--- config.mk ---
export PLATFORM = sky130hd
export DESIGN_NAME = regfile_write_arbiter_flat
export DESIGN_NICKNAME = d
export VERILOG_FILES = /design/src/rtl/regfile_write_arbiter_if.sv /design/src/rtl/regfile_write_arbiter.sv /design/src/flat_wrapper.sv
export SDC_FILE = /design/constraint.sdc
export NUM_CORES = 1
export LEC_CHECK = 0
export ABC_AREA = 1
export ABC_CLOCK_PERIOD_IN_PS = 2200
export CAP_MARGIN = 10
export CORE_MARGIN = 5
export CORE_UTILIZATION = 40
export DETAILED_ROUTE_END_ITERATION = 16
export PLACE_DENSITY = 0.87
export RECOVER_POWER = 50
export SYNTH_ARGS = -nofsm -noshare
export SYNTH_HDL_FRONTEND = slang
export SYNTH_SLANG_ARGS = --single-unit
--- constraint.sdc ---
create_clock -name Clk -period 2.2 [get_ports Clk]
set_input_delay 0.44 -clock Clk [delete_from_list [all_inputs] [get_ports Clk]]
set_output_delay 0.44 -clock Clk [all_outputs]
set_load 0.01 [all_outputs]
--- src/rtl/regfile_write_arbiter_if.sv ---
// Bundle between the writeback requesters / issue logic and the register-file
// write arbiter.
interface regfile_write_arbiter_if #(
    parameter int NREQ   = 3,
    parameter int DATA_W = 32,
    parameter int ADDR_W = 5
);
    logic [NREQ-1:0]        Req;
    logic [NREQ*ADDR_W-1:0] ReqAddr;
    logic [NREQ*DATA_W-1:0] ReqData;
    logic [NREQ-1:0]        Grant;
    logic                   Reserve;
    logic [ADDR_W-1:0]      ReserveAddr;
    logic [ADDR_W-1:0]      ReadAddr1;
    logic [ADDR_W-1:0]      ReadAddr2;
    logic                   Busy1;
    logic                   Busy2;
    logic                   RegWrite;
    logic [ADDR_W-1:0]      WriteRegister;
    logic [DATA_W-1:0]      WriteData;

    modport master (
        output Req, ReqAddr, ReqData, Reserve, ReserveAddr, ReadAddr1, ReadAddr2,
        input  Grant, Busy1, Busy2, RegWrite, WriteRegister, WriteData
    );

    modport slave (
        input  Req, ReqAddr, ReqData, Reserve, ReserveAddr, ReadAddr1, ReadAddr2,
        output Grant, Busy1, Busy2, RegWrite, WriteRegister, WriteData
    );
endinterface

--- src/rtl/regfile_write_arbiter.sv ---
// Round-robin arbiter for the register file's single write port, with a
// registered write stage and a per-register outstanding-write scoreboard.
module regfile_write_arbiter #(
    parameter int NREQ   = 3,
    parameter int DATA_W = 32,
    parameter int ADDR_W = 5
) (
    input  logic                  Clk,
    input  logic                  Reset_n,
    regfile_write_arbiter_if.slave bus
);
    localparam int IDX_W = (NREQ > 1) ? $clog2(NREQ) : 1;
    localparam int NREGS = 1 << ADDR_W;

    // Returns {found, index} of the first request after 'last', wrapping.
    function automatic logic [IDX_W:0] rr_pick(input logic [NREQ-1:0] req,
                                               input logic [IDX_W-1:0] last);
        logic [IDX_W:0] res;
        int             idx;
        res = '0;
        for (int k = NREQ; k >= 1; k--) begin
            idx = (int'(last) + k) % NREQ;
            res = req[idx] ? {1'b1, IDX_W'(idx)} : res;
        end
        return res;
    endfunction

    logic [IDX_W-1:0]  r_last;
    logic              r_regwrite;
    logic [ADDR_W-1:0] r_wreg;
    logic [DATA_W-1:0] r_wdata;
    logic [NREGS-1:0]  r_busy;

    logic [IDX_W:0]    w_pick;
    logic [IDX_W-1:0]  w_idx;
    logic              w_xfer;
    logic [NREQ-1:0]   w_grant;
    logic [ADDR_W-1:0] w_addr;
    logic [DATA_W-1:0] w_data;
    logic [NREGS-1:0]  w_busy_nxt;
    logic              w_busy1;
    logic              w_busy2;

    // Arbitration; nothing is granted while reset is held
    always_comb begin
        w_pick = rr_pick(bus.Req, r_last);
        w_idx  = w_pick[IDX_W-1:0];
        w_xfer = w_pick[IDX_W] & Reset_n;
        if (w_xfer) begin
            w_grant = NREQ'(1'b1) << w_idx;
        end else begin
            w_grant = '0;
        end
    end

    // Winner's address and data
    always_comb begin
        w_addr = '0;
        w_data = '0;
        for (int i = 0; i < NREQ; i++) begin
            w_addr = w_grant[i] ? bus.ReqAddr[i*ADDR_W +: ADDR_W] : w_addr;
            w_data = w_grant[i] ? bus.ReqData[i*DATA_W +: DATA_W] : w_data;
        end
    end

    // Scoreboard next state: a same-edge reserve beats the clearing transfer
    always_comb begin
        w_busy_nxt = r_busy;
        for (int a = 1; a < NREGS; a++) begin
            w_busy_nxt[a] = (bus.Reserve && (bus.ReserveAddr == ADDR_W'(a))) ||
                            (r_busy[a] && !(w_xfer && (w_addr == ADDR_W'(a))));
        end
        w_busy_nxt[0] = 1'b0;
    end

    // Write stage, round-robin pointer and scoreboard state
    always_ff @(posedge Clk or negedge Reset_n) begin
        if (!Reset_n) begin
            r_last     <= IDX_W'(NREQ - 1);
            r_regwrite <= 1'b0;
            r_wreg     <= '0;
            r_wdata    <= '0;
            r_busy     <= '0;
        end else begin
            r_regwrite <= w_xfer && (w_addr != '0);
            if (w_xfer) begin
                r_last  <= w_idx;
                r_wreg  <= w_addr;
                r_wdata <= w_data;
            end else begin
                r_last  <= r_last;
                r_wreg  <= r_wreg;
                r_wdata <= r_wdata;
            end
            r_busy <= w_busy_nxt;
        end
    end

    // Hazard probes also cover the write sitting in the output stage
    always_comb begin
        w_busy1 = (bus.ReadAddr1 != '0) &&
                  (r_busy[bus.ReadAddr1] || (r_regwrite && (r_wreg == bus.ReadAddr1)));
        w_busy2 = (bus.ReadAddr2 != '0) &&
                  (r_busy[bus.ReadAddr2] || (r_regwrite && (r_wreg == bus.ReadAddr2)));
    end

    assign bus.Grant         = w_grant;
    assign bus.Busy1         = w_busy1;
    assign bus.Busy2         = w_busy2;
    assign bus.RegWrite      = r_regwrite;
    assign bus.WriteRegister = r_wreg;
    assign bus.WriteData     = r_wdata;
endmodule

--- src/flat_wrapper.sv ---
// flat-port wrapper written by rule: the top's interface ports become plain ports
module regfile_write_arbiter_flat 
#(
    parameter int NREQ   = 3,
    parameter int DATA_W = 32,
    parameter int ADDR_W = 5
)
  (Clk, Reset_n, bus_Req, bus_ReqAddr, bus_ReqData, bus_Reserve, bus_ReserveAddr, bus_ReadAddr1, bus_ReadAddr2, bus_Grant, bus_Busy1, bus_Busy2, bus_RegWrite, bus_WriteRegister, bus_WriteData);
  regfile_write_arbiter_if #(.NREQ(NREQ), .DATA_W(DATA_W), .ADDR_W(ADDR_W)) bus_i ();
  input  logic Clk;
  input  logic Reset_n;
  input wire logic [$bits(bus_i.Req)-1:0] bus_Req;
  input wire logic [$bits(bus_i.ReqAddr)-1:0] bus_ReqAddr;
  input wire logic [$bits(bus_i.ReqData)-1:0] bus_ReqData;
  input wire logic [$bits(bus_i.Reserve)-1:0] bus_Reserve;
  input wire logic [$bits(bus_i.ReserveAddr)-1:0] bus_ReserveAddr;
  input wire logic [$bits(bus_i.ReadAddr1)-1:0] bus_ReadAddr1;
  input wire logic [$bits(bus_i.ReadAddr2)-1:0] bus_ReadAddr2;
  output wire logic [$bits(bus_i.Grant)-1:0] bus_Grant;
  output wire logic [$bits(bus_i.Busy1)-1:0] bus_Busy1;
  output wire logic [$bits(bus_i.Busy2)-1:0] bus_Busy2;
  output wire logic [$bits(bus_i.RegWrite)-1:0] bus_RegWrite;
  output wire logic [$bits(bus_i.WriteRegister)-1:0] bus_WriteRegister;
  output wire logic [$bits(bus_i.WriteData)-1:0] bus_WriteData;
  assign bus_i.Req = bus_Req;
  assign bus_i.ReqAddr = bus_ReqAddr;
  assign bus_i.ReqData = bus_ReqData;
  assign bus_i.Reserve = bus_Reserve;
  assign bus_i.ReserveAddr = bus_ReserveAddr;
  assign bus_i.ReadAddr1 = bus_ReadAddr1;
  assign bus_i.ReadAddr2 = bus_ReadAddr2;
  assign bus_Grant = bus_i.Grant;
  assign bus_Busy1 = bus_i.Busy1;
  assign bus_Busy2 = bus_i.Busy2;
  assign bus_RegWrite = bus_i.RegWrite;
  assign bus_WriteRegister = bus_i.WriteRegister;
  assign bus_WriteData = bus_i.WriteData;
  regfile_write_arbiter #(.NREQ(NREQ), .DATA_W(DATA_W), .ADDR_W(ADDR_W)) u_core (.Clk(Clk), .Reset_n(Reset_n), .bus(bus_i));
endmodule
==> results.cfg, run 1 <==
[worst_setup_path]
cp_num_buf_inv = 6
r2r.worst_path.cells = 18
critPathArrivalTime_ps = 2870
worstSetupEndpointType = flip-flop
path_cells = ha_4, inv_6, buf_6, nand3_1, inv_1, a21oi_2, nand2_1, nand2_4, nor2_4, buf_6, nand2_4, buf_6, nand3_4, nand2_4, inv_6, nand3_2, nand2_1, nand2_1
r2r_end = u_core.r_busy[19]$_DFF_PN0_
crit_fanout = 6
r2r_slack_ps = -450
slowest_stage = dfstp_2
worst-setup-path-type = reg -> reg
slowest_delay_ps = 610
r2r-start = u_core.r_last[1]$_DFFE_PN1P_
startpoint_type = flip-flop
crit_required_ps = 2410
cp_top_family = simple AND/OR/NAND/NOR gates

[grt]
antenna_found_initial = 0
grt_pass1_wl_um = 27600
grt_pass1_vias = 5433
gr-usage-all-layers_pct = 26.0
grt_max_degree = 72
overflow = 0

[power_and_ir_drop]
p_leak_nw = 3.52
vdd_drop_max_uv = 1160
total_power_mw = 11.0
combPwrFrac_pct = 63.5
power_density_mw_per_mm2 = 1410
intPower_mw = 5.96
switching_share_pct = 45.7
switchingPower_mw = 5.02
p_clk_share_pct = 13.4
seq_power_share_pct = 23.1

[routing]
drc = 0
drtPass1Iterations = 8
routed_wirelength_um = 19000
viasPerCell = 5.62
ant_nets = 0
detail_route.iter0.violations = 639
vias = 5720
post_drt_wl_per_cell_um = 18.6

[clock_network]
htree_levels = 3
clkTransAtPathRegs_ps = 70
clk_latency_ps = 340
cts_tree = yes
ctsHoldBuffers = 0
clock-sinks = 71
cts-root-buf = clkbuf_16
cts_buffers = 9
cts_buffer_depth = 2

[sta]
hold_violations = 0
tightest_slew_ps = 1840
slew_violations = 72
rsz0062_at_grt = true
fin_ws_ps = -455
tns_ps = -18130
fin_skew_ps = 14.9
finalSetupViolCount = 72
timing.fmax_mhz = 377
fin_crit_ps = 2650
slew_headroom_pct = -22.4
post-route-period-util_pct = 121

[floorplanning]
core_area_mm2 = 0.0113
dieArea_mm2 = 0.0136
io_pins = 175
rows = 39
initial_core_util_pct = 40.4
chipWidth_um = 117
die_y_um = 117

[logic_synthesis]
ys_types = 39
syn_nets = 766
async_reset_ff_share_pct = 100
yosysWarningCount = 0
synthCells = 630
ys.flop_type = dfrtp_1
syn_area_mm2 = 0.00455
ys_ff_latch = 71
ys_seq_area_share_pct = 39.1
synth_edf_count = 0
avgSynthCellArea_um2 = 7.23

[hold_path]
min_path_cells = 2
hp-start = u_core.r_busy[13]$_DFF_PN0_
min_to = u_core.r_busy[13]$_DFF_PN0_
hold_class = reg -> reg

[finish]
final_nets = 1006
final_cells = 1018
drive_gt1_share_pct = 26.4
diodes = 0
final_common_cell = nand2_1
area_growth_pct = 71.1
final_core_util_pct = 69.1
final_cell_mix = nand2_1 (195), clkdlybuf4s50_1 (161), dfrtp_1 (70)

[placed_design]
hpwl_um = 12600
place_congestion = 1.00
post-place-ws_ps = -696
dp_cells = 984
port_buffers = 174

[run_status]
violations = max-capacitance violations, max-slew violations, negative setup slack
outcome = complete, but fails checks

[run]
timing.max_cap.violations = 1
## per-stage QoR
stage | hold slack (ps) | area (um2)
floorplan | 144 | 4590
finish | 475 | 7790
global placement | 456 | 6840
CTS | 402 | 7430
detailed placement | 466 | 6840
global route | 501 | 7790
## flip-flops by register name (all words and copies together), names as in the netlist
name and flops:
u_core.bus.RegWrite 1, u_core.r_busy 31, u_core.bus.WriteRegister 5, u_core.r_last 2
u_core.bus.WriteData 32
## routing by layer
layer | share of wire, % | track usage (%) | routed length [um]
met1 | 36 | 31.6 | 6760
met4 | 4.3 | 10.9 | 821
met2 | 51 | 44.9 | 9690
met5 | 0 | 0 | 0
met3 | 9.0 | 5.39 | 1700
## worst reg2reg max path, delay by kind of cell (launching register included)
kind | cells | cell delay (ps)
compound gates | 1 | 50
buf+inv | 6 | 660
simple gates | 10 | 950
flops | 1 | 610
fa+ha+maj | 1 | 250
## layout make-up
class | instances | area (um2)
clock buffers | 13 | 250
clock inverters | 3 | 43.8
fillers | 786 | 3480
inverters | 47 | 201
multi-input cells | 490 | 2960
flip-flops and latches | 71 | 1780
well taps | 143 | 179
repair buffers | 251 | 2380
## synth_stat cells, types with 7 or more instances
master,instances,area [um2]
a21oi_1,18,90.1
a22oi_1,32,240
clkbuf_1,15,56.3
dfrtp_1,70,1750
inv_1,40,150
inv_2,7,26.3
nand2_1,222,833
nand3_1,92,460
nand4_1,7,43.8
nor2_1,29,109
nor2_4,7,78.8
o2111ai_1,7,61.3
o21ai_0,28,140
## cell families (layout without fill, tap and decap cells)
family / after synthesis / after routing / synth area share (%)
AOI/OAI and AO/OA: 102 / 102 / 14.5
xor gates and xnor gates: 2 / 2 / 0.385
DFF: 71 / 71 / 39.1
adders and majority gates: 4 / 4 / 1.10
buffers and inverters: 70 / 314 / 6.54
and+or+nand+nor: 381 / 382 / 38.5
## power by group through the flow
stage,clock (mW),combinational [mW],sequential (mW)
after floorplan,0,3.01,2.50
after global placement,0,5.39,2.44
after detailed placement,0,5.49,2.46
after CTS,1.47,6.04,2.46
after global routing,1.54,7.45,2.58
final,1.47,6.98,2.53
## timing repair
item,CTS,global route
setup buffers,6,13
pin swaps,33,38
endpoints found under the setup margin,74,74
resized for setup,111,79
cloned,0,1
## worst max-delay path by stage
stage | start | end | depth (start not counted)
floorplan | u_core.r_last[1]$_DFFE_PN1P_ | u_core.r_busy[9]$_DFF_PN0_ | 16
global placement | bus_ReadAddr2[0] | bus_Busy2 | 12
detailed placement | bus_ReadAddr2[0] | bus_Busy2 | 12
CTS | u_core.r_last[1]$_DFFE_PN1P_ | u_core.r_busy[21]$_DFF_PN0_ | 16
global route | u_core.r_last[1]$_DFFE_PN1P_ | u_core.r_busy[16]$_DFF_PN0_ | 17
finish | u_core.r_last[1]$_DFFE_PN1P_ | u_core.r_busy[19]$_DFF_PN0_ | 18
Power figures use the tool's default switching activity.
==> run 2, diff against run 1 <==
--- a/config.mk
+++ b/config.mk
@@ -16,3 +16,4 @@
 export SYNTH_ARGS = -nofsm -noshare
 export SYNTH_HDL_FRONTEND = slang
 export SYNTH_SLANG_ARGS = --single-unit
+export TNS_END_PERCENT = 20
==> run 2 against run 1 <==
Compared with the run above:
- the flow still finishes with violations (max-capacitance violations, max-slew violations, negative setup slack)
- flip-flop and latch count is the same
- utilization rose by 1.1 points
- wire length increased by 7.9%
- sequential share of layout area shrank 0.37 points
- register-to-register slack improved by 20 ps
- first-iteration DRC count grew 18%
- highest routed layer unchanged
- non-clock buffer count up 1
- critical path type unchanged
- clock skew is 9.9 ps lower
- combinational power increased by 8.2%
- global-route usage rose by 1.4 points
- critical path depth is the same
- fmax increased by 0.79%
==> results.cfg, run 2 (synthesis results as in run 1) <==
[grt]
gr-usage-all-layers_pct = 27.4
grt_max_degree = 72
overflow = 0
grt_pass1_wl_um = 28600
antenna_found_initial = 2
grt_pass1_vias = 5459

[worst_setup_path]
crit_required_ps = 2430
crit_fanout = 8
critPathArrivalTime_ps = 2870
startpoint_type = flip-flop
r2r-start = u_core.r_last[1]$_DFFE_PN1P_
worst-setup-path-type = reg -> reg
startpoint = u_core.r_last[1]$_DFFE_PN1P_
r2r.worst_path.cells = 18
worstSetupEndpointType = flip-flop

[clock_network]
clkTransAtPathRegs_ps = 60
clk_latency_ps = 340
cts_tree = yes
ctsHoldBuffers = 0
cts_buffers = 9
clock-sinks = 71
cts-root-buf = clkbuf_16
htree_levels = 3
cts_buffer_depth = 2

[sta]
whs_ps = 489
hold_violations = 0
slew_violations = 72
rsz0062_at_grt = true
fin_ws_ps = -434
fin_crit_ps = 2630
timing.fmax_mhz = 380
tightest_slew_ps = 1830
slew_headroom_pct = -22.1
finalSetupViolCount = 74
post-route-period-util_pct = 120
fin_skew_ps = 5.01

[power_and_ir_drop]
p_leak_nw = 3.55
power_density_mw_per_mm2 = 1480
vdd_drop_max_uv = 1160

[placed_design]
place_congestion = 0.964
hpwl_um = 13000
post_dp_cell_area_mm2 = 0.00684
port_buffers = 174
dp_cells = 986

[finish]
final_cells = 1021
final_common_cell = nand2_1
largest_reg_flops = 32
final_cell_area_mm2 = 0.00792
area_growth_pct = 73.9
final_nets = 1007
drive_gt1_share_pct = 25.5
final_cell_mix = nand2_1 (201), clkdlybuf4s50_1 (162), dfrtp_1 (70)

[floorplanning]
chipWidth_um = 117
io_pins = 175
initial_core_util_pct = 40.4
dieArea_mm2 = 0.0136
rows = 39
core_area_mm2 = 0.0113
die_y_um = 117

[run_status]
violations = max-capacitance violations, max-slew violations, negative setup slack
outcome = complete, but fails checks

[routing]
routed_wirelength_um = 20500
drc = 0
vias = 5881
drtPass1Iterations = 7
viasPerCell = 5.76
post_drt_wl_per_cell_um = 20.0
ant_nets = 0
detail_route.iter0.violations = 756

[run]
timing.max_cap.violations = 1

[hold_path]
hp-start = u_core.r_busy[11]$_DFF_PN0_
min_path_cells = 2
hold_class = reg -> reg
==> run 2: changes by cell type in the layout (fill, tap and decap cells not counted), moves of 5 or more <==
cell	delta
a22oi_1	-19
a22oi_2	+19
inv_1	+8
inv_2	-6
nand2_1	+6
nand2_2	-5
nand3_2	-5
==> run 2: worst max-delay path, cell delays in order (launching register included) <==
cell and delay (ps):
dfstp_2 600, ha_4 250, inv_6 100, buf_6 110, nand3_2 60, inv_2 90, a21oi_4 40, nand2_2 80
nand2_2 100, nor2_4 180, buf_8 170, nand2_4 70, nand3_2 80, nand2_4 70, nor2_4 140, buf_12 150
nand3_2 90, nand2_1 90, nand2_1 50
==> run 2: layout make-up <==
type | instances | area, um2
repair buffers | 252 | 2440
clock buffers | 11 | 243
clock inverters | 5 | 81.3
flip-flops and latches | 71 | 1780
multi-input cells | 490 | 2990
well taps | 143 | 179
diodes | 2 | 5.00
inverters | 47 | 199
fillers | 758 | 3360
==> run 2: stage by stage <==
step                      total power, mW  util (%)  worst slack, ps  TNS [ps]
after global routing                 12.2      70.2             -500    -26380
after floorplan                      5.50         -            -11.8     -83.9
after global placement               7.84      60.7             -699    -26940
final                                11.7      70.2             -434    -19370
after detailed placement             7.96      60.7             -735    -29970
after CTS                            10.6      67.2             -277     -9890
==> run 2: layer usage <==
layer | part of all wire [%] | global-route usage, % | up-vias
met4 | 6.1 | 11.7 | 0
met5 | 0 | 0 | -
met2 | 49 | 46.7 | 408
li1 | - | - | 2613
met3 | 8.9 | 5.70 | 116
met1 | 36 | 33.6 | 2744
==> run 2: final timing paths <==
path / to / slack (ps)
max: u_core.r_busy[10]$_DFF_PN0_ / -430
min: u_core.r_busy[11]$_DFF_PN0_ / 490
max reg2reg: u_core.r_busy[10]$_DFF_PN0_ / -430
min reg2reg: u_core.r_busy[11]$_DFF_PN0_ / 490
max in group asynchronous: u_core.bus.WriteData[22]$_DFFE_PN0P_ / 300
min in group asynchronous: u_core.bus.WriteData[31]$_DFFE_PN0P_ / 750
==> run 2: what timing repair did <==
| action | in CTS | in global routing |
|---|---|---|
| resized for setup | 120 | 59 |
| buffers inserted | 10 | 6 |
| endpoints found under the setup margin | 70 | 74 |
| pin swaps | 43 | 23 |
| gates cloned | 0 | 1 |
==> run 2: where the power goes <==
group	total (mW)	switching (mW)	internal, mW
clock	1.61	0.581	1.02
sequential	2.53	0.555	1.97
combinational	7.55	4.15	3.40
